**config.mk**
```make
export PLATFORM = sky130hd
export DESIGN_NAME = time_keeper_flat
export DESIGN_NICKNAME = d
export VERILOG_FILES = /design/src/rtl/time_keeper_if.sv /design/src/rtl/time_keeper.sv /design/src/flat_wrapper.sv
export SDC_FILE = /design/constraint.sdc
export NUM_CORES = 1
export LEC_CHECK = 0
export CAP_MARGIN = 20
export CORE_MARGIN = 1
export CORE_UTILIZATION = 50
export CTS_BUF_LIST = sky130_fd_sc_hd__clkbuf_8
export DETAILED_ROUTE_END_ITERATION = 7
export GPL_TIMING_DRIVEN = 0
export PLACE_DENSITY = 0.73
export SLEW_MARGIN = 20
export SYNTH_ARGS = -nofsm -noshare
export SYNTH_HDL_FRONTEND = slang
export SYNTH_SLANG_ARGS = --single-unit
```
**constraint.sdc**
```tcl
create_clock -name clk -period 3.4 [get_ports clk]
set_clock_uncertainty 0.2 [all_clocks]
set_input_delay 0.68 -clock clk [delete_from_list [all_inputs] [get_ports clk]]
set_output_delay 0.68 -clock clk [all_outputs]
set_load 0.1 [all_outputs]
```
**src/rtl/time_keeper_if.sv**
```systemverilog
// time_keeper_if -- control inputs and BCD time outputs of the time keeper.
//   tick                 1 Hz one-cycle enable
//   setMode              1 = time-set mode, 0 = run mode
//   incHour / incMin     debounced increment buttons (levels)
//   curHour1..curSec0    BCD time digits hh:mm:ss
//   minTick              one-cycle pulse when an hour/minute digit changes
// Modports: master drives the controls, slave is the time keeper itself.
interface time_keeper_if;
    logic       tick;
    logic       setMode;
    logic       incHour;
    logic       incMin;
    logic [3:0] curHour1, curHour0;
    logic [3:0] curMin1, curMin0;
    logic [3:0] curSec1, curSec0;
    logic       minTick;

    modport master (
        output tick, setMode, incHour, incMin,
        input  curHour1, curHour0, curMin1, curMin0, curSec1, curSec0, minTick
    );
    modport slave (
        input  tick, setMode, incHour, incMin,
        output curHour1, curHour0, curMin1, curMin0, curSec1, curSec0, minTick
    );
endinterface

```
**src/rtl/time_keeper.sv**
```systemverilog
// time_keeper -- 24 h BCD clock with set mode and auto-repeat buttons.
//   clk     system clock, rising edge
//   rst_n   asynchronous active-low reset (time reads 00:00:00)
//   tk      time_keeper_if.slave: tick/setMode/incHour/incMin in,
//           BCD digits and minTick out (all registered)
// time_keeper_btn -- per-button IDLE/HELD/REPEAT auto-repeat FSM; inc is a
//   combinational one-cycle increment request, only raised in set mode.

module time_keeper_btn #(
    parameter int REPEAT_DELAY = 8,
    parameter int REPEAT_RATE  = 4
) (
    input  logic clk,
    input  logic rst_n,
    input  logic btn,
    input  logic setMode,
    output logic inc
);
    localparam int MAXC = (REPEAT_DELAY > REPEAT_RATE) ? REPEAT_DELAY : REPEAT_RATE;
    localparam int CW   = $clog2(MAXC + 1);
    localparam logic [CW-1:0] DLY_LAST  = CW'(REPEAT_DELAY - 1);
    localparam logic [CW-1:0] RATE_LAST = CW'(REPEAT_RATE - 1);

    typedef enum logic [1:0] {IDLE, HELD, REPEAT} state_t;

    state_t        state, stateNext;
    logic [CW-1:0] cnt, cntNext;
    // armed: this press started while in set mode and set mode has held
    // since; a press carried into set mode never increments.
    logic          armed, armedNext;
    logic          pulse;

    always_ff @(posedge clk or negedge rst_n) begin
        if (!rst_n) begin
            state <= IDLE;
            cnt   <= '0;
            armed <= 1'b0;
        end else begin
            state <= stateNext;
            cnt   <= cntNext;
            armed <= armedNext;
        end
    end

    always_comb begin
        stateNext = state;
        cntNext   = cnt;
        armedNext = armed && setMode;
        pulse     = 1'b0;
        case (state)
            IDLE: if (btn) begin
                stateNext = HELD;
                cntNext   = '0;
                pulse     = 1'b1;
                armedNext = setMode;
            end
            HELD: if (!btn) begin
                stateNext = IDLE;
                cntNext   = '0;
                armedNext = 1'b0;
            end else if (cnt == DLY_LAST) begin
                stateNext = REPEAT;
                cntNext   = '0;
                pulse     = 1'b1;
            end else begin
                cntNext = cnt + 1'b1;
            end
            REPEAT: if (!btn) begin
                stateNext = IDLE;
                cntNext   = '0;
                armedNext = 1'b0;
            end else if (cnt == RATE_LAST) begin
                cntNext = '0;
                pulse   = 1'b1;
            end else begin
                cntNext = cnt + 1'b1;
            end
            default: begin
                stateNext = IDLE;
                cntNext   = '0;
                armedNext = 1'b0;
            end
        endcase
    end

    assign inc = pulse && armedNext;
endmodule

module time_keeper #(
    parameter int REPEAT_DELAY = 8,
    parameter int REPEAT_RATE  = 4
) (
    input logic          clk,
    input logic          rst_n,
    time_keeper_if.slave tk
);
    // {wrap, next value}: wraps to 00 at maxV, otherwise BCD +1.
    function automatic logic [8:0] bcdInc(input logic [7:0] v, input logic [7:0] maxV);
        if (v == maxV)           return 9'h100;
        else if (v[3:0] == 4'd9) return {1'b0, v[7:4] + 4'd1, 4'd0};
        else                     return {1'b0, v[7:4], v[3:0] + 4'd1};
    endfunction

    logic [7:0] hour, min, sec;
    logic [7:0] hourNext, minNext, secNext;
    logic       minTick;
    logic       hourInc, minInc;
    logic [8:0] secStep, minStep, hourStep;

    time_keeper_btn #(.REPEAT_DELAY(REPEAT_DELAY), .REPEAT_RATE(REPEAT_RATE)) uHourBtn (
        .clk(clk), .rst_n(rst_n), .btn(tk.incHour), .setMode(tk.setMode), .inc(hourInc)
    );
    time_keeper_btn #(.REPEAT_DELAY(REPEAT_DELAY), .REPEAT_RATE(REPEAT_RATE)) uMinBtn (
        .clk(clk), .rst_n(rst_n), .btn(tk.incMin), .setMode(tk.setMode), .inc(minInc)
    );

    assign secStep  = bcdInc(sec,  8'h59);
    assign minStep  = bcdInc(min,  8'h59);
    assign hourStep = bcdInc(hour, 8'h23);

    // Set mode owns the edge whenever setMode is high, so a coincident
    // tick is dropped; set-mode increments never carry across fields.
    always_comb begin
        hourNext = hour;
        minNext  = min;
        secNext  = sec;
        if (tk.setMode) begin
            secNext = 8'h00;
            if (minInc)  minNext  = minStep[7:0];
            if (hourInc) hourNext = hourStep[7:0];
        end else if (tk.tick) begin
            secNext = secStep[7:0];
            if (secStep[8]) begin
                minNext = minStep[7:0];
                if (minStep[8]) hourNext = hourStep[7:0];
            end
        end
    end

    always_ff @(posedge clk or negedge rst_n) begin
        if (!rst_n) begin
            hour    <= 8'h00;
            min     <= 8'h00;
            sec     <= 8'h00;
            minTick <= 1'b0;
        end else begin
            hour    <= hourNext;
            min     <= minNext;
            sec     <= secNext;
            minTick <= (hourNext != hour) || (minNext != min);
        end
    end

    assign {tk.curHour1, tk.curHour0} = hour;
    assign {tk.curMin1,  tk.curMin0}  = min;
    assign {tk.curSec1,  tk.curSec0}  = sec;
    assign tk.minTick = minTick;
endmodule

```
**src/flat_wrapper.sv**
```systemverilog
// flat-port wrapper written by rule: the top's interface ports become plain ports
module time_keeper_flat 
#(
    parameter int REPEAT_DELAY = 8,
    parameter int REPEAT_RATE  = 4
)
  (clk, rst_n, tk_tick, tk_setMode, tk_incHour, tk_incMin, tk_curHour1, tk_curHour0, tk_curMin1, tk_curMin0, tk_curSec1, tk_curSec0, tk_minTick);
  time_keeper_if tk_i ();
  input logic clk;
  input logic rst_n;
  input wire logic [$bits(tk_i.tick)-1:0] tk_tick;
  input wire logic [$bits(tk_i.setMode)-1:0] tk_setMode;
  input wire logic [$bits(tk_i.incHour)-1:0] tk_incHour;
  input wire logic [$bits(tk_i.incMin)-1:0] tk_incMin;
  output wire logic [$bits(tk_i.curHour1)-1:0] tk_curHour1;
  output wire logic [$bits(tk_i.curHour0)-1:0] tk_curHour0;
  output wire logic [$bits(tk_i.curMin1)-1:0] tk_curMin1;
  output wire logic [$bits(tk_i.curMin0)-1:0] tk_curMin0;
  output wire logic [$bits(tk_i.curSec1)-1:0] tk_curSec1;
  output wire logic [$bits(tk_i.curSec0)-1:0] tk_curSec0;
  output wire logic [$bits(tk_i.minTick)-1:0] tk_minTick;
  assign tk_i.tick = tk_tick;
  assign tk_i.setMode = tk_setMode;
  assign tk_i.incHour = tk_incHour;
  assign tk_i.incMin = tk_incMin;
  assign tk_curHour1 = tk_i.curHour1;
  assign tk_curHour0 = tk_i.curHour0;
  assign tk_curMin1 = tk_i.curMin1;
  assign tk_curMin0 = tk_i.curMin0;
  assign tk_curSec1 = tk_i.curSec1;
  assign tk_curSec0 = tk_i.curSec0;
  assign tk_minTick = tk_i.minTick;
  time_keeper #(.REPEAT_DELAY(REPEAT_DELAY), .REPEAT_RATE(REPEAT_RATE)) u_core (.clk(clk), .rst_n(rst_n), .tk(tk_i));
endmodule
```
Word-level counts from Yosys, hierarchy flattened
Cells that the tools add are included.
W data, S select, Z words.

cells by class
  equal/unequal tests = 22
  add/subtract/negate cells = 8
  reductions and logical operators = 14
  multiplexer cells = 57

operators by type and width
  kind                   number
  $mux W8                15
  $mux W4                10
  $add A4 B1 Y4 const B  8
  $pmux W4 S3            2
  $mux W9                2
  $eq A8 B7 Y1 const B   2
  $mux W2                8
  $ne A8 B8 Y1           2
  $mux W1                14
  $eq A4 B4 Y1 const B   3
  $pmux W2 S3            2
  $eq A4 B2 Y1 const B   2
  $eq A4 B3 Y1 const B   2
  $eq A8 B6 Y1 const B   1
  $ne A2 B2 Y1 const B   4
  $ne A3 B3 Y1 const B   2
  $pmux W1 S3            2
  $reduce_and A3 Y1      2
  $eq A2 B1 Y1 const B   2
  $eq A2 B2 Y1 const B   2
  $logic_and A1 B1 Y1    4
  $logic_not A2 Y1       2
  $pmux W1 S2            2
  $reduce_or A2 Y1       2
  4 further kinds        4

word-level totals
  word-level logic and storage cells = 112
  register bits after elaboration = 39

Logic depth before layout (Yosys ltp)
Gate-level depths: netlist of the first run.

  depth in word-level cells = 9
  mapped depth = 9
  mapped depth without buffers = 7

By module
From an unflattened synthesis of the first run, not the netlist that was laid out.

unflattened totals
  cell total of the unflattened synthesis = 244
  area, all modules = 2464.9 µm²

by module, submodules not included
  module                             cells an instance  sequential area each (µm²)  times used  area an instance (µm²)
  time_keeper                        146                625.6                       1           1465.2
  time_keeper_btn (u_core.uMinBtn)   51                 175.2                       1           500.5
  time_keeper_btn (u_core.uHourBtn)  47                 175.2                       1           499.2

Worst setup path before layout of the first run
No wires, ideal clock.

  kind = register to register
  from = register u_core.sec[0]
  to = register u_core.hour[6]
  arrival time = 2.448 ns
  cell stages (with the launch flop) = 7
  period minus slack after synthesis = 2.804 ns
  path buffers = 0
  data required time = 3.044 ns
  slack = 0.596 ns
  cell sequence = dfrtp_1 -> ha_1 -> and4b_1 -> nand2_1 -> o22a_1 -> or4b_4 -> xnor2_2

on the way
  word-level cells in the longest chain between the ends = 5

RTL lines
  item                    line                source
  from (decl)             time_keeper.sv:104  logic [7:0] hour, min, sec;
  from (signal assigned)  time_keeper.sv:149  sec <= secNext;
  $eq A8 B7 Y1            time_keeper.sv:99   if (v == maxV) return 9'h100;
  $mux W9                 time_keeper.sv:99
  $mux W8                 time_keeper.sv:133  if (secStep[8]) begin
  $mux W8                 time_keeper.sv:131  end else if (tk.tick) begin
  $mux W8                 time_keeper.sv:127  if (tk.setMode) begin
  via u_core.hourNext[6]  time_keeper.sv:105  logic [7:0] hourNext, minNext, secNext;
  to (signal assigned)    time_keeper.sv:147  hour <= hourNext;
  to (decl)               time_keeper.sv:104

The timed path passes the listed nets, and every way through them passes these cells.
A chain may end at the register's enable or synchronous reset.

Worst setup path in the final report of the first run
  from = register u_core.hour[2]
  to = output port tk_curHour0[2]

RTL lines
  item       line                source
  to (decl)  flat_wrapper.sv:16  output wire logic [$bits(tk_i.curHour0)-1:0] tk_curHour0;

No word-level cell between the ends.

==> metrics, run 1 <==
peak fanout along the critical path 10; post-route cell area 2830 µm²; Inst Count DP 337; via total after detailed routing 1,913; Synth Area in XOR/XNOR 2.12%; Mapped Avg Cell Area 9.28 µm²; Worst-path clk slew 0.08 ns; simple-gate share of the synthesized area 22.2%; Diodes inserted 0; largest net degree at the start of global routing 31; Mapped Cells 254; Setup CP Type register to output port; share of cells above drive strength 1 7.19%; critical path cell sequence clkdlybuf4s50_1; CTS resizes 0; library cell with the largest summed area after synthesis dfrtp_1; Critical Path AT 1.98 ns; Core Util, Final 63.6%; Worst slew margin 34.1%; H-tree depth 2; All-Layer GR Usage 19.4%; Layout area overhead 19.9%; Hold Vio Cnt, Final 0; Clock Path Buffers 2; RSZ-0062 raised after global routing false; first-pass GRT wire length 7730 µm; Worst VDD drop 0.769 mV; synth cell count leaders dfrtp_1, o21ai_0, nand2_1; initial antenna violation count 0; gpl congestion 0.796; leading cell types by total area after synthesis dfrtp_1, ha_1, o21ai_0; drt via density 5.56; worst hold path class input port to async pin; Die Height 70.7 µm; WL/cell 13.0 µm; number of cells on the worst reg-to-reg path 8; final WL 4480 µm; ys flop type dfrtp_1; remaining antenna violation count 0; top-area cell type share of the netlist area 41.4%; number of global-route vias before repair 1,768; Mapped Nets 282; Die W 70.7 µm; status finished with violations; sequential share of the synthesized area 41.4%; CP endpoint kind output port; First-pass DRT Iterations 6; final setup vio count 0; Mapped Area 2360 µm²; post-synthesis compound-gate area fraction 18.4%; port bufs 30; GRT Residual Overflow 0; Clock Root Buffer clkbuf_8; area post-placement 2740 µm²; Syn. warnings 0; HPWL after DPL 3260 µm; Pwr Density 809 nW/µm²; crit start category register; largest family of logic cells by synthesized area simple AND/OR/NAND/NOR gates; DIE AREA 4990 µm²; Ports 31; Final nets 320; Finished Layout Cells 344; Critical-path top delay cell clkdlybuf4s50_1; number of synthesized flops with an enable pin 0; fin. max-slew vios 0; highest cell delay on the worst timing path 1.19 ns; Synth async-reset ratio 100%; hold_buf cts 0; fin crit share 84.0%; clk sinks 39; worst reg2reg path startpoint u_core.uMinBtn.state[0]; crit path time final 2.86 ns; r2r setup slk 1.03 ns; total CTS buffers 5; Setup Fix Bufs, Post-CTS 0; Reg-to-Reg End u_core.min[2]; number of remaining DRC errors 2; post-synthesis adder-cell area fraction 11.7%; count leader, synth dfrtp_1; max cap viols 0; Highest Clock Rate 350 MHz; post-synthesis register bit count 39; DR iter-0 viols 145; delay-heaviest family, CP buffers and inverters; violations in the final reports DRC; library cells used by synthesis 46; TritonCTS clock tree yes; worst-margin pin slew 0.986 ns; Bufs and invs on worst path 1; static leakage 1.27 nW; # rows 24; mux contribution to synthesized area 0.478%; Core Box Area 4440 µm²; Initial Utilization 53.0%; setup TNS 0 ns; Crit path required time 2.52 ns; worst skew pair latency 0.29 ns
-- layer usage --
metal | global-route usage, % | wire length [µm] | vias to the layer above
li1 | - | - | 985
met1 | 25.3 | 2240 | 895
met2 | 31.6 | 2020 | 26
met3 | 4.70 | 157 | 7
met4 | 7.11 | 65 | 0
met5 | 0 | 0 | -
-- cells by family after synthesis --
family	count (synthesis)
AOI/OAI and AO/OA	70
xor gates and xnor gates	4
adders and majority gates	22
buffers and inverters	21
DFF	39
muxes	1
and+or+nand+nor	97
-- cell type report --
type                       instances  area, µm²
fill                             387       1620
multi-input combinational        194       1290
sequential                        39        976
timing repair buffer              31        315
clock buffer                       6       82.6
tap                               52       65.1
inverter                          16       60.1
buffer                             5       27.5
clock inverter                     1       5.00
-- how the worst max path moves through the flow --
stage | startpoint | end | slack, ns | cells past startpoint
after floorplan | u_core.sec[0] | u_core.hour[6] | 0.60 | 6
after global placement | rst_n | u_core.hour[3] | 0.43 | 1
after detailed placement | tk_tick | u_core.hour[7] | 0.53 | 6
after CTS | u_core.hour[2] | tk_curHour0[2] | 0.52 | 1
after global routing | u_core.hour[2] | tk_curHour0[2] | 0.46 | 1
final | u_core.hour[2] | tk_curHour0[2] | 0.54 | 1
-- cell usage in the layout, fill, tap and decap left out, types with 7 or more instances in the layout --
cell	count
a21oi_1	14
clkdlybuf4s50_1	29
dfrtp_1	39
ha_1	22
inv_1	16
nand2_1	27
nand3_1	10
nor2_1	16
nor2b_1	7
nor3_1	7
o21ai_0	28
-- state kept, by name, indices dropped and copies added, names as in the netlist --
register	flops
u_core.hour	8
u_core.min	8
u_core.sec	8
u_core.uHourBtn.cnt	4
u_core.uMinBtn.cnt	4
u_core.uHourBtn.state	2
u_core.uMinBtn.state	2
u_core.tk.minTick	1
u_core.uHourBtn.armed	1
u_core.uMinBtn.armed	1
-- per-stage QoR --
step                      setup slack (ns)  hold slack [ns]  total power, mW
after floorplan                      0.596            0.184             1.68
after global placement               0.427            0.288             1.96
after detailed placement             0.528            0.295             1.98
after CTS                            0.516           0.0566             2.30
after global routing                 0.462           0.0654             2.43
final                                0.543           0.0522             2.29
-- report_power, final --
part | total (mW) | internal [mW] | switching [mW]
sequential | 0.733 | 0.579 | 0.154
combinational | 1.23 | 0.337 | 0.897
clock | 0.318 | 0.159 | 0.159
No activity file was read; power rests on OpenSTA's default activity.
==> run 2, diff against run 1 <==
--- a/config.mk
+++ b/config.mk
@@ -11,7 +11,7 @@
 export CTS_BUF_LIST = sky130_fd_sc_hd__clkbuf_8
 export DETAILED_ROUTE_END_ITERATION = 7
 export GPL_TIMING_DRIVEN = 0
-export PLACE_DENSITY = 0.73
+export PLACE_DENSITY = 0.76
 export SLEW_MARGIN = 20
 export SYNTH_ARGS = -nofsm -noshare
 export SYNTH_HDL_FRONTEND = slang
==> constraint.sdc (replaced) <==
create_clock -name clk -period 2.33 [get_ports clk]
set_clock_uncertainty 0.2 [all_clocks]
set_input_delay 0.466 -clock clk [delete_from_list [all_inputs] [get_ports clk]]
set_output_delay 0.466 -clock clk [all_outputs]
set_load 0.1 [all_outputs]
==> metrics, run 2 (synthesis gave the netlist of run 1 again) <==
peak fanout along the critical path 6 (-4); Critical Path AT 1.62 ns (-0.36 ns); most common cell after layout, fill and taps aside o21ai_0; grt met3 use 4.84% (+0.14 points); WL/cell 13.2 µm (+1.5%); highest cell delay on the worst timing path 0.87 ns (-0.32 ns); r2r setup slk 0.08 ns (-0.95 ns); Hold Path Sink u_core.hour[6]; crit start category register; Multi-input gate area 1360 µm² (+5.0%); First-pass DRT Iterations 4 (-2); Worst-path clk slew 0.07 ns (about the same); TritonCTS clock tree yes; HPWL after DPL 3280 µm (+0.62%); met2 usage 32.4% (+0.76 points); Finished Layout Cells 348 (+1.2%); Reg-to-Reg End u_core.hour[6]; Critical-path top delay cell dlygate4sd2_1; Bufs and invs on worst path 1 (unchanged); delay-heaviest family, CP buffers and inverters; Top Usage Layer GRT met2; initial antenna violation count 0 (unchanged); final setup vio count 0 (unchanged); final WL 4600 µm (+2.7%); Layout area overhead 26.3%; Highest Clock Rate 437 MHz; RSZ-0062 raised after global routing true; CP endpoint kind output port; status finished clean; NetSw 1.81 mW (+50%); number of global-route vias before repair 1,787 (+1.1%); Place WS -0.274 ns (-0.802 ns); FILL cells 357 (-7.8%); critical path cell sequence dlygate4sd2_1; Initial Utilization 53.0% (unchanged); DR iter-0 viols 108 (-26%); static leakage 1.37 nW (+7.3%); gpl congestion 0.746 (-6.2%); # rows 24 (unchanged); number of remaining DRC errors 0 (-2); remaining antenna violation count 0 (unchanged); GRT Residual Overflow 0 (unchanged); worst reg2reg path startpoint u_core.min[1]; Worst Setup SP u_core.min[1]; Inst Count DP 337 (unchanged); max cap viols 0 (unchanged); drt via density 5.52 (-0.68%); Pwr Density 1170 nW/µm² (+45%); H-tree depth 2 (unchanged); clock power share 16.9% (+3.0 points); fin crit share 98.2%; Hold Vio Cnt, Final 0 (unchanged); total CTS buffers 5 (unchanged); worst-margin pin slew 0.971 ns (-0.0148 ns); first-pass GRT wire length 7970 µm (+3.1%); Int Pwr 1.68 mW (+56%); hold depth 1; clk sinks 39 (unchanged); worst hold path class register to register; Switching Share 51.9% (-1.1 points); most frequent cells in the layout o21ai_0, nand2_1, dlygate4sd2_1; register share of total power 31.9% (-0.2 points); Worst VDD drop 1.39 mV (+81%); share of cells above drive strength 1 20.6% (+13 points); final worst slack 0.0430 ns (-0.500 ns); register area 1020 µm² (+4.9%); DIE AREA 4990 µm² (unchanged); biggest regs u_core.hour: 8 flops, u_core.min: 8 flops, u_core.sec: 8 flops; Setup CP Type register to output port; largest net degree at the start of global routing 22 (-29%); Die W 70.7 µm (unchanged); port bufs 30 (unchanged); via total after detailed routing 1,922 (+0.47%); Clock Root Buffer clkbuf_8; Worst slew margin 35.5% (+1.4 points); Ports 31 (unchanged); fin. max-slew vios 0 (unchanged); number of cells on the worst reg-to-reg path 7 (-1); met1 Track Usage GR 26.8% (+1.5 points); Hold Path Origin u_core.hour[6]; Clock Path Buffers 2 (unchanged); Die Height 70.7 µm (unchanged); All-Layer GR Usage 20.5% (+1.1 points); crit path time final 2.29 ns; Core Box Area 4440 µm² (unchanged); Crit path required time 1.66 ns (-0.86 ns); combinational power share 51.2% (-2.8 points); worst skew pair latency 0.30 ns (about the same); Diodes inserted 0 (unchanged); Final nets 323 (+0.94%)
[run 2: cell count changes in the layout (fill, tap and decap cells not counted), sizes merged]
cell / delta
clkdlybuf4s50: -26
clkdlybuf4s15: +3
bufinv: +1
dlymetal6s2s: +1
buf: +2
dlygate4sd2: +22
dlygate4sd3: +1
[run 2: final cells by class]
| type | count | share of cell area (%) |
|---|---|---|
| Clock buffer | 6 | 2.77 |
| Clock inverter | 2 | 1.18 |
| Tap cell | 52 | 2.19 |
| Buffer | 5 | 0.967 |
| Inverter | 16 | 2.02 |
| Timing Repair Buffer | 34 | 10.8 |
| Sequential cell | 39 | 34.4 |
| Multi-Input combinational cell | 194 | 45.6 |
[run 2: per-layer routing]
layer,share of wire (%),up-vias
li1,-,990
met5,0,-
met4,1.7,0
met2,46,31
met1,50,894
met3,2.8,7
[run 2: worst max-delay path by stage]
stage / to / slack, ns / depth (start not counted)
6_report: tk_curMin0[1] / 0.04 / 1
5_1_grt: u_core.hour[6] / -0.0004 / 7
4_1_cts: tk_curSec0[0] / 0.009 / 1
3_5_place_dp: u_core.hour[6] / -0.27 / 6
3_3_place_gp: u_core.min[4] / -0.69 / 1
2_1_floorplan: u_core.hour[6] / 0.003 / 7
[run 2: through the flow]
stage / power [mW] / utilization (%) / cell area (µm²) / TNS, ns / hold WS (ns)
final: 3.49 / 67.0 / 2980 / 0 / 0.313
after CTS: 3.45 / 65.5 / 2910 / 0 / 0.314
after detailed placement: 2.93 / 63.1 / 2810 / -1.94 / 0.250
after global routing: 3.70 / 67.0 / 2980 / -0.000380 / 0.324
after floorplan: 2.49 / - / 2420 / 0 / -0.0296
after global placement: 2.90 / 62.6 / 2780 / -22.26 / 0.286
[run 2: timing repair]
item | in CTS | in global routing
setup buffers | 1 | 1
pin swaps | 1 | 6
setup endpoints to repair | 27 | 15
endpoints found under the hold margin | 18 | 0
hold buffers | 1 | 0
resized for setup | 26 | 18
[run 2: power by group through the flow]
stage | registers (mW) | clock network [mW] | logic, mW
2_1_floorplan | 1.94 | 0 | 0.548
5_1_grt | 1.15 | 0.638 | 1.92
4_1_cts | 1.11 | 0.608 | 1.73
3_3_place_gp | 1.12 | 0 | 1.78
6_report | 1.11 | 0.591 | 1.79
3_5_place_dp | 1.12 | 0 | 1.80
==> run 3, diff against run 2 <==
--- a/config.mk
+++ b/config.mk
@@ -11,7 +11,7 @@
 export CTS_BUF_LIST = sky130_fd_sc_hd__clkbuf_8
 export DETAILED_ROUTE_END_ITERATION = 7
 export GPL_TIMING_DRIVEN = 0
-export PLACE_DENSITY = 0.76
+export PLACE_DENSITY = 0.73
 export SLEW_MARGIN = 20
 export SYNTH_ARGS = -nofsm -noshare
 export SYNTH_HDL_FRONTEND = slang
==> metrics, run 3 (synthesis gave the netlist of run 1 again) <==
initial antenna violation count 0 (unchanged); clk sinks 39 (unchanged); gpl congestion 0.795 (+6.5%); Die Height 70.7 µm (unchanged); final setup vio count 0 (unchanged); DIE AREA 4990 µm² (unchanged); worst hold slack 0.309 ns (-0.00371 ns); Crit path required time 2.31 ns (+0.65 ns); Clock Root Buffer clkbuf_8; Int Pwr 1.54 mW (-8.3%); worst-margin pin slew 0.973 ns (+0.00224 ns); Inst Count DP 337 (unchanged); worst hold path class register to register; crit path time final 2.31 ns (+0.0213 ns); register share of total power 33.2% (+1.3 points); HPWL after DPL 3350 µm (+2.1%); total CTS buffers 5 (unchanged); area post-placement 2800 µm² (-0.27%); port bufs 30 (unchanged); number of global-route vias before repair 1,804 (+0.95%); peak fanout along the critical path 6 (unchanged); Initial Utilization 53.0% (unchanged); fin crit share 99.1% (+0.91 points); Core Util, Final 66.5% (-0.45 points); Final Power 3.36 mW (-3.8%); crit start category input port; NetSw 1.82 mW (+0.44%); First-pass DRT Iterations 6 (+2); CP endpoint kind register; violations in the final reports DRC; # rows 24 (unchanged); Finished Layout Cells 351 (+0.86%); final WL 4850 µm (+5.5%); Critical Path AT 2.29 ns (+0.67 ns); combinational power share 53.7% (+2.5 points); Hold Vio Cnt, Final 0 (unchanged); Switching Share 54.1% (+2.3 points); Worst VDD drop 1.04 mV (-25%); number of remaining DRC errors 8 (+8); Setup CP Type input port to register; Pwr Density 1140 nW/µm² (-3.1%); Worst-path clk slew 0.07 ns (about the same); RSZ-0062 raised after global routing true; worst skew pair latency 0.29 ns (about the same); Diodes inserted 0 (unchanged); All-Layer GR Usage 20.5% (+0.042 points); Place WS -0.273 ns (+0.000150 ns); Final nets 326 (+0.93%); most frequent cells in the layout nand2_1, o21ai_0, dlygate4sd2_1; H-tree depth 2 (unchanged); drt via density 5.58 (+1.1%); clock power share 13.1% (-3.8 points); WL/cell 13.8 µm (+4.6%); biggest regs u_core.hour: 8 flops, u_core.min: 8 flops, u_core.sec: 8 flops; fin. max-slew vios 0 (unchanged); setup TNS 0 ns (unchanged); Core Box Area 4440 µm² (unchanged); DR iter-0 viols 98 (-9.3%); remaining antenna violation count 0 (unchanged); static leakage 1.36 nW (-0.40%); post-route cell area 2960 µm² (-0.67%); final worst slack 0.0218 ns (-0.0213 ns); Clock Path Buffers 2 (unchanged); Ports 31 (unchanged); max cap viols 0 (unchanged); via total after detailed routing 1,960 (+2.0%); share of cells above drive strength 1 20.1% (-0.54 points); TritonCTS clock tree yes; Highest Clock Rate 433 MHz (-0.92%); Layout area overhead 25.4%; GRT Residual Overflow 0 (unchanged); first-pass GRT wire length 8160 µm (+2.3%); status finished with violations; Die W 70.7 µm (unchanged); Worst slew margin 35.4% (-0.15 points); largest net degree at the start of global routing 27 (+23%)
run 3: repair_timing:
action / in CTS / in global routing
setup buffers: 0 / 5
endpoints found under the hold margin: 13 / 0
resized for setup: 27 / 16
endpoints found under the setup margin: 26 / 12
hold buffers: 1 / 0
pin swaps: 1 / 3
run 3: power by group through the flow:
stage	clock (mW)	combinational [mW]	sequential, mW
detailed placement	0	1.81	1.13
CTS	0.458	1.73	1.11
floorplan	0	0.548	1.94
global placement	0	1.78	1.13
finish	0.440	1.80	1.12
global route	0.475	1.94	1.15
run 3: layout make-up:
cell class / count / area, µm²
Multi-Input combinational cell: 194 / 1360
Tap cell: 52 / 65.1
Timing Repair Buffer: 37 / 334
Fill cell: 366 / 1490
Sequential cell: 39 / 1020
Clock buffer: 5 / 68.8
Clock inverter: 3 / 12.5
Inverter: 16 / 60.1
Buffer: 5 / 28.8
run 3: worst max-delay path, stage by stage:
cell and delay, ns:
clkdlybuf4s50_1 0.55, and4b_2 0.31, nand2_1 0.08, o22a_2 0.23
or4b_4 0.51, xnor2_2 0.14
run 3: final timing paths:
kind,startpoint,to,slack (ns),cells past startpoint
max,tk_tick,u_core.hour[6],0.02,6
min,u_core.uMinBtn.cnt[1],u_core.uMinBtn.cnt[1],0.31,2
max reg2reg,u_core.sec[1],u_core.hour[6],0.06,7
min reg2reg,u_core.uMinBtn.cnt[1],u_core.uMinBtn.cnt[1],0.31,2
max in group asynchronous,rst_n,u_core.min[1],1.05,3
min in group asynchronous,rst_n,u_core.sec[2],0.41,2
run 3: per-layer routing:
metal	vias to the layer above	global-route usage, %	wire length (µm)
met2	27	34.0	2280
met4	0	5.33	42
met3	6	4.56	154
met5	-	0	0
li1	991	-	-
met1	936	27.5	2380
==> patch 1, RTL diff (config.mk and constraints of run 3) <==
The 3 states of `state_t` get a one-hot encoding in 3 bits.
--- a/src/rtl/time_keeper.sv
+++ b/src/rtl/time_keeper.sv
@@ -23,3 +23,3 @@
 
-    typedef enum logic [1:0] {IDLE, HELD, REPEAT} state_t;
+    typedef enum logic [2:0] {IDLE = 3'b001, HELD = 3'b010, REPEAT = 3'b100} state_t;
 
Behaviour: no difference found for any inputs over 4 cycles, from zero or initial values and one cycle with rst_n low; so few cycles prove little.
==> patch 1 against run 3 <==
  * Via count is 6.8% higher
  * Sequential cell count grew 2
  * Final cell count rose by 7.4%
  * Wire length down 0.66%
  * Area after synthesis grew 5.7%
  * Critical path type is now flop to output pin
  * Final area is 3.2% higher
  * Sequential share of layout area is 0.12 points higher
  * First-iteration DRC count shrank 28%
  * Setup slack better by 0.035 ns
  * Total power shrank 1.6%
  * Register-to-register slack gained 0.05 ns
==> patch 1: results (changes against run 3) <==
Synth
  – Sequential element share of the synthesized area: 0.413 (-0.00115)
  – Mux cell area share after synthesis: 0.0171 (+0.0123)
  – Top cells by area, synth: dfrtp_1 39%, ha_1 7.0%, nor2_1 4.2%
  – Adder-cell share of the synthesized area: 0.0703 (-0.0465)
  – Compound-Gate Fraction of Synth Area: 0.180 (-0.00437)
  – Cell count after synthesis: 266 (+4.7%)
  – Post-synth cell types: 53 (+15%)
  – Post-Synth XOR/XNOR Area: 0.0141 (-0.00717)
  – Synth cell count leaders: 39 x dfrtp_1, 28 x nor2_1, 21 x nand2_1
  – Synth Net Count: 286 (+1.4%)

GRT
  – Via count of the first global-routing pass: 1851 (+2.6%)
  – Pin count of the biggest net entering global routing: 32 (+19%)
  – First-pass GRT wire length: 8410 um (+3.1%)
  – Overall routing resource usage: 0.204 (-0.00141)
  – Initial antenna violation count: 0 (unchanged)

Clock network
  – CTS clock-pin slew for the worst setup and hold paths: 0.08 ns
  – Worst-Skew Late Latency: 0.29 ns (about the same)
  – Max H-tree Level: 2 (unchanged)
  – Num CTS Buffers: 5 (unchanged)
  – Root Driver: clkbuf_8

Min path
  – Hold_sp: u_core.min[6]$_DFF_PN0_
  – Hold depth: 1 (-1)
  – Worst Hold End: u_core.min[6]$_DFF_PN0_

Timing
  – Slew HR: 0.359 (+0.00558)
  – WHS: 0.306 ns (-0.00347 ns)
  – Worst Tran Pin Value: 0.965 ns (-0.00840 ns)

Detailed routing
  – Final wirelength: 4820 um (-0.66%)
  – Avg WL per Cell: 12.8 um (-7.5%)
  – Via density: 5.55 (-0.53%)
  – Initial drt markers: 71 (-28%)
  – DRT Pass-1 Iters: 4 (-2)

Worst setup path
  – Worst r2r path cells: 8 (+1)
  – Max stage delay on crit path: 0.86 ns (+0.31 ns)
  – Crit path max-delay family: buffers and inverters
  – CP bufs+invs: 1 (unchanged)
  – Worst EP arrival: 1.61 ns (-0.68 ns)
  – Critical Path Slowest Stage Cell: dlygate4sd2_1
  – RR Endpoint: u_core.hour[2]$_DFF_PN0_
  – R2r setup slk: 0.11 ns (+0.05 ns)
  – CP Max Fanout: 7 (+1)
  – R2R Path Start: u_core.min[1]$_DFF_PN0_

Pwr
  – IR drop worst, VDD: 0.000680 V (-34%)
  – Lkg Pwr: 1.40 nW (+2.6%)

Place
  – Dpl cells: 363 (+7.7%)
  – PortBufs: 29 (-3.3%)
  – Final Wtd Congestion: 0.773 (-2.7%)
  – Dpl hpwl: 3450 um (+3.2%)
  – Post-DP Area: 0.00291 sq mm (+4.1%)
  – Place WS: -0.336 ns (-0.0623 ns)

Finish
  – Nets: 329 (+0.92%)
  – Layout cells sized above 1: 0.190 (-0.0103)
  – Ant. Diodes: 0 (unchanged)

Status
  – Outcome: complete, no violations
-- patch 1: power by group --
part           switching [mW]  internal, mW  leakage [nW]
combinational            1.36         0.380         0.836
clock                   0.233         0.233        0.0538
sequential              0.210         0.895         0.506
total                    1.80          1.51          1.40
-- patch 1: cell families after synthesis --
family	after synthesis
compound gates	65
fa+ha+maj	14
flops	41
buf+inv	18
xor+xnor	4
simple gates	120
mux	4
-- patch 1: metal layers --
metal	share of wire	GRT usage
met5	0	0
met4	0.0095	0.0523
met2	0.48	0.322
met1	0.48	0.281
met3	0.035	0.0497
-- patch 1: cell type report --
class / count / area [sq um]
buffer: 8 / 43.8
clock inverter: 2 / 7.51
sequential: 41 / 1060
tap: 67 / 83.8
fill: 412 / 1700
timing repair buffer: 35 / 309
multi-input combinational: 208 / 1430
inverter: 10 / 37.5
clock buffer: 6 / 82.6
-- patch 1: repair_timing --
item | in CTS | in global routing
buffers inserted | 1 | 3
hold endpoints to repair | 10 | 0
hold buffers | 1 | 0
gates cloned | 0 | 1
endpoints found under the setup margin | 31 | 13
resized for setup | 27 | 11
pin swaps | 1 | 3
-- patch 1: how the worst max path moves through the flow --
stage | startpoint | depth (start not counted) | to | slack (ns)
CTS | u_core.min[1]$_DFF_PN0_ | 8 | u_core.hour[2]$_DFF_PN0_ | 0.002
global placement | rst_n | 1 | u_core.sec[1]$_DFFE_PN0P_ | -0.77
detailed placement | tk_incHour | 7 | u_core.hour[2]$_DFF_PN0_ | -0.34
global route | u_core.min[1]$_DFF_PN0_ | 8 | u_core.hour[2]$_DFF_PN0_ | -0.02
finish | u_core.sec[0]$_DFFE_PN0P_ | 1 | tk_curSec0[0] | 0.06
floorplan | u_core.sec[1]$_DFFE_PN0P_ | 8 | u_core.hour[3]$_DFF_PN0_ | -0.02
==> patch 2, RTL diff (flow settings as in run 3) <==
Without the edit above. `REPEAT_DELAY` is set to 8 in 3 places; all go to 16.
--- a/src/rtl/time_keeper.sv
+++ b/src/rtl/time_keeper.sv
@@ -9,3 +9,3 @@
 module time_keeper_btn #(
-    parameter int REPEAT_DELAY = 8,
+    parameter int REPEAT_DELAY = 16,
     parameter int REPEAT_RATE  = 4
@@ -89,3 +89,3 @@
 module time_keeper #(
-    parameter int REPEAT_DELAY = 8,
+    parameter int REPEAT_DELAY = 16,
     parameter int REPEAT_RATE  = 4
--- a/src/flat_wrapper.sv
+++ b/src/flat_wrapper.sv
@@ -3,3 +3,3 @@
 #(
-    parameter int REPEAT_DELAY = 8,
+    parameter int REPEAT_DELAY = 16,
     parameter int REPEAT_RATE  = 4
Formal check against the unedited RTL: not equivalent (Yosys sat finds a counterexample within 10 cycles, from zero or initial values and one cycle with rst_n low).
==> patch 2 against run 3 <==
  * Area after synthesis increased by 8.1%
  * Sequential cell count increased by 2
  * Critical path depth increased by 3
  * Non-clock buffer count increased by 6
  * Total power increased by 0.41%
  * Final area increased by 12%
  * Setup slack improved by 0.013 ns
  * Count of clock-buffer cells in the layout increased by 2
  * Wire length increased by 12%
  * Critical endpoint is now u_core.min[7]$_DFF_PN0_
==> patch 2: results (changes against run 3) <==
Min path
  – Hold depth: 3 (+1)

Place
  – Post-DP Area: 0.00300 sq mm (+7.2%)
  – PortBufs: 28 (-6.7%)
  – Place WS: -0.242 ns (+0.0316 ns)

Finish
  – Layout cells sized above 1: 0.245 (+0.0439)
  – Nets: 354 (+8.6%)

Detailed routing
  – Via density: 5.41 (-3.1%)
  – Residual DRC: 0 (-8)
  – DRT Pass-1 Iters: 4 (-2)
  – Final wirelength: 5450 um (+12%)
  – Initial drt markers: 136 (+39%)
  – Avg WL per Cell: 14.0 um (+1.1%)

Timing
  – Setup WS post-layout: 0.0349 ns (+0.0131 ns)
  – WHS: 0.302 ns (-0.00705 ns)
  – Worst Tran Pin Value: 0.970 ns (-0.00338 ns)

Synth
  – Post-synth cell types: 50 (+8.7%)
  – Sequential element share of the synthesized area: 0.403 (-0.0113)
  – Synth Net Count: 302 (+7.1%)
  – Top cells by area, synth: dfrtp_1 40%, ha_1 13%, nand2_1 4.0%
  – Syn avg cell area: 9.43 sq um (+1.7%)

Worst setup path
  – Worst r2r path cells: 9 (+2)
  – WS Path Type: flop to flop
  – Critical Path Slowest Stage Cell: dfrtp_1
  – R2R Path Start: u_core.uMinBtn.cnt[0]$_DFFE_PN0P_
  – CP Max Fanout: 4 (-2)
  – CP Capture Point: u_core.min[7]$_DFF_PN0_

GRT
  – Pin count of the biggest net entering global routing: 28 (+3.7%)
  – Via count of the first global-routing pass: 1890 (+4.8%)
  – First-pass GRT wire length: 8700 um (+6.7%)

Status
  – Outcome: complete, no violations
patch 2: changes by cell type after synthesis, moves of 4 or more:
cell | before | now
ha_1 | 22 | 26
and3_1 | 0 | 4
nand2b_1 | 6 | 10
o31ai_1 | 5 | 1
o21ai_0 | 28 | 18
o22ai_1 | 0 | 4
mux2i_1 | 0 | 4
patch 2: timing repair:
action                     in CTS  in global routing
buffers inserted                6                  8
resized for setup              31                 24
gates cloned                    0                  1
hold endpoints to repair       14                  0
pin swaps                       6                 13
hold buffers                    1                  0
setup endpoints to repair      34                 17
patch 2: worst max-delay path, delay by kind of cell, from the launching register on:
family	cells	cell delay (ns)
mux	1	0.30
flops	1	0.39
buf+inv	1	0.19
simple gates	3	0.40
compound gates	2	0.35
fa+ha+maj	2	0.35
patch 2: layout make-up:
class                   count  area [sq um]  area share
plain buffers               4          20.0     0.00604
clock buffers               7          96.3      0.0291
inverters                  17          66.3      0.0200
repair buffers             44           387       0.117
flip-flops and latches     41          1070       0.322
clock inverters             1          5.00     0.00151
multi-input cells         209          1590       0.480
well taps                  67          83.8      0.0253
patch 2: power by group:
| group | total [mW] | internal (mW) | switching [mW] |
|---|---|---|---|
| clock | 0.517 | 0.268 | 0.249 |
| sequential | 1.10 | 0.887 | 0.209 |
| combinational | 1.76 | 0.498 | 1.26 |
patch 2: per-layer routing:
| layer | track usage | part of all wire |
|---|---|---|
| met1 | 0.282 | 0.45 |
| met2 | 0.349 | 0.51 |
| met3 | 0.0384 | 0.028 |
| met4 | 0.0833 | 0.018 |
| met5 | 0 | 0 |
patch 2: kinds of logic after synthesis:
logic type	Yosys count	share of synthesized area
mux	7	0.0290
xor+xnor	2	0.00688
flops	41	0.403
simple gates	109	0.241
fa+ha+maj	26	0.128
compound gates	64	0.160
buf+inv	21	0.0329
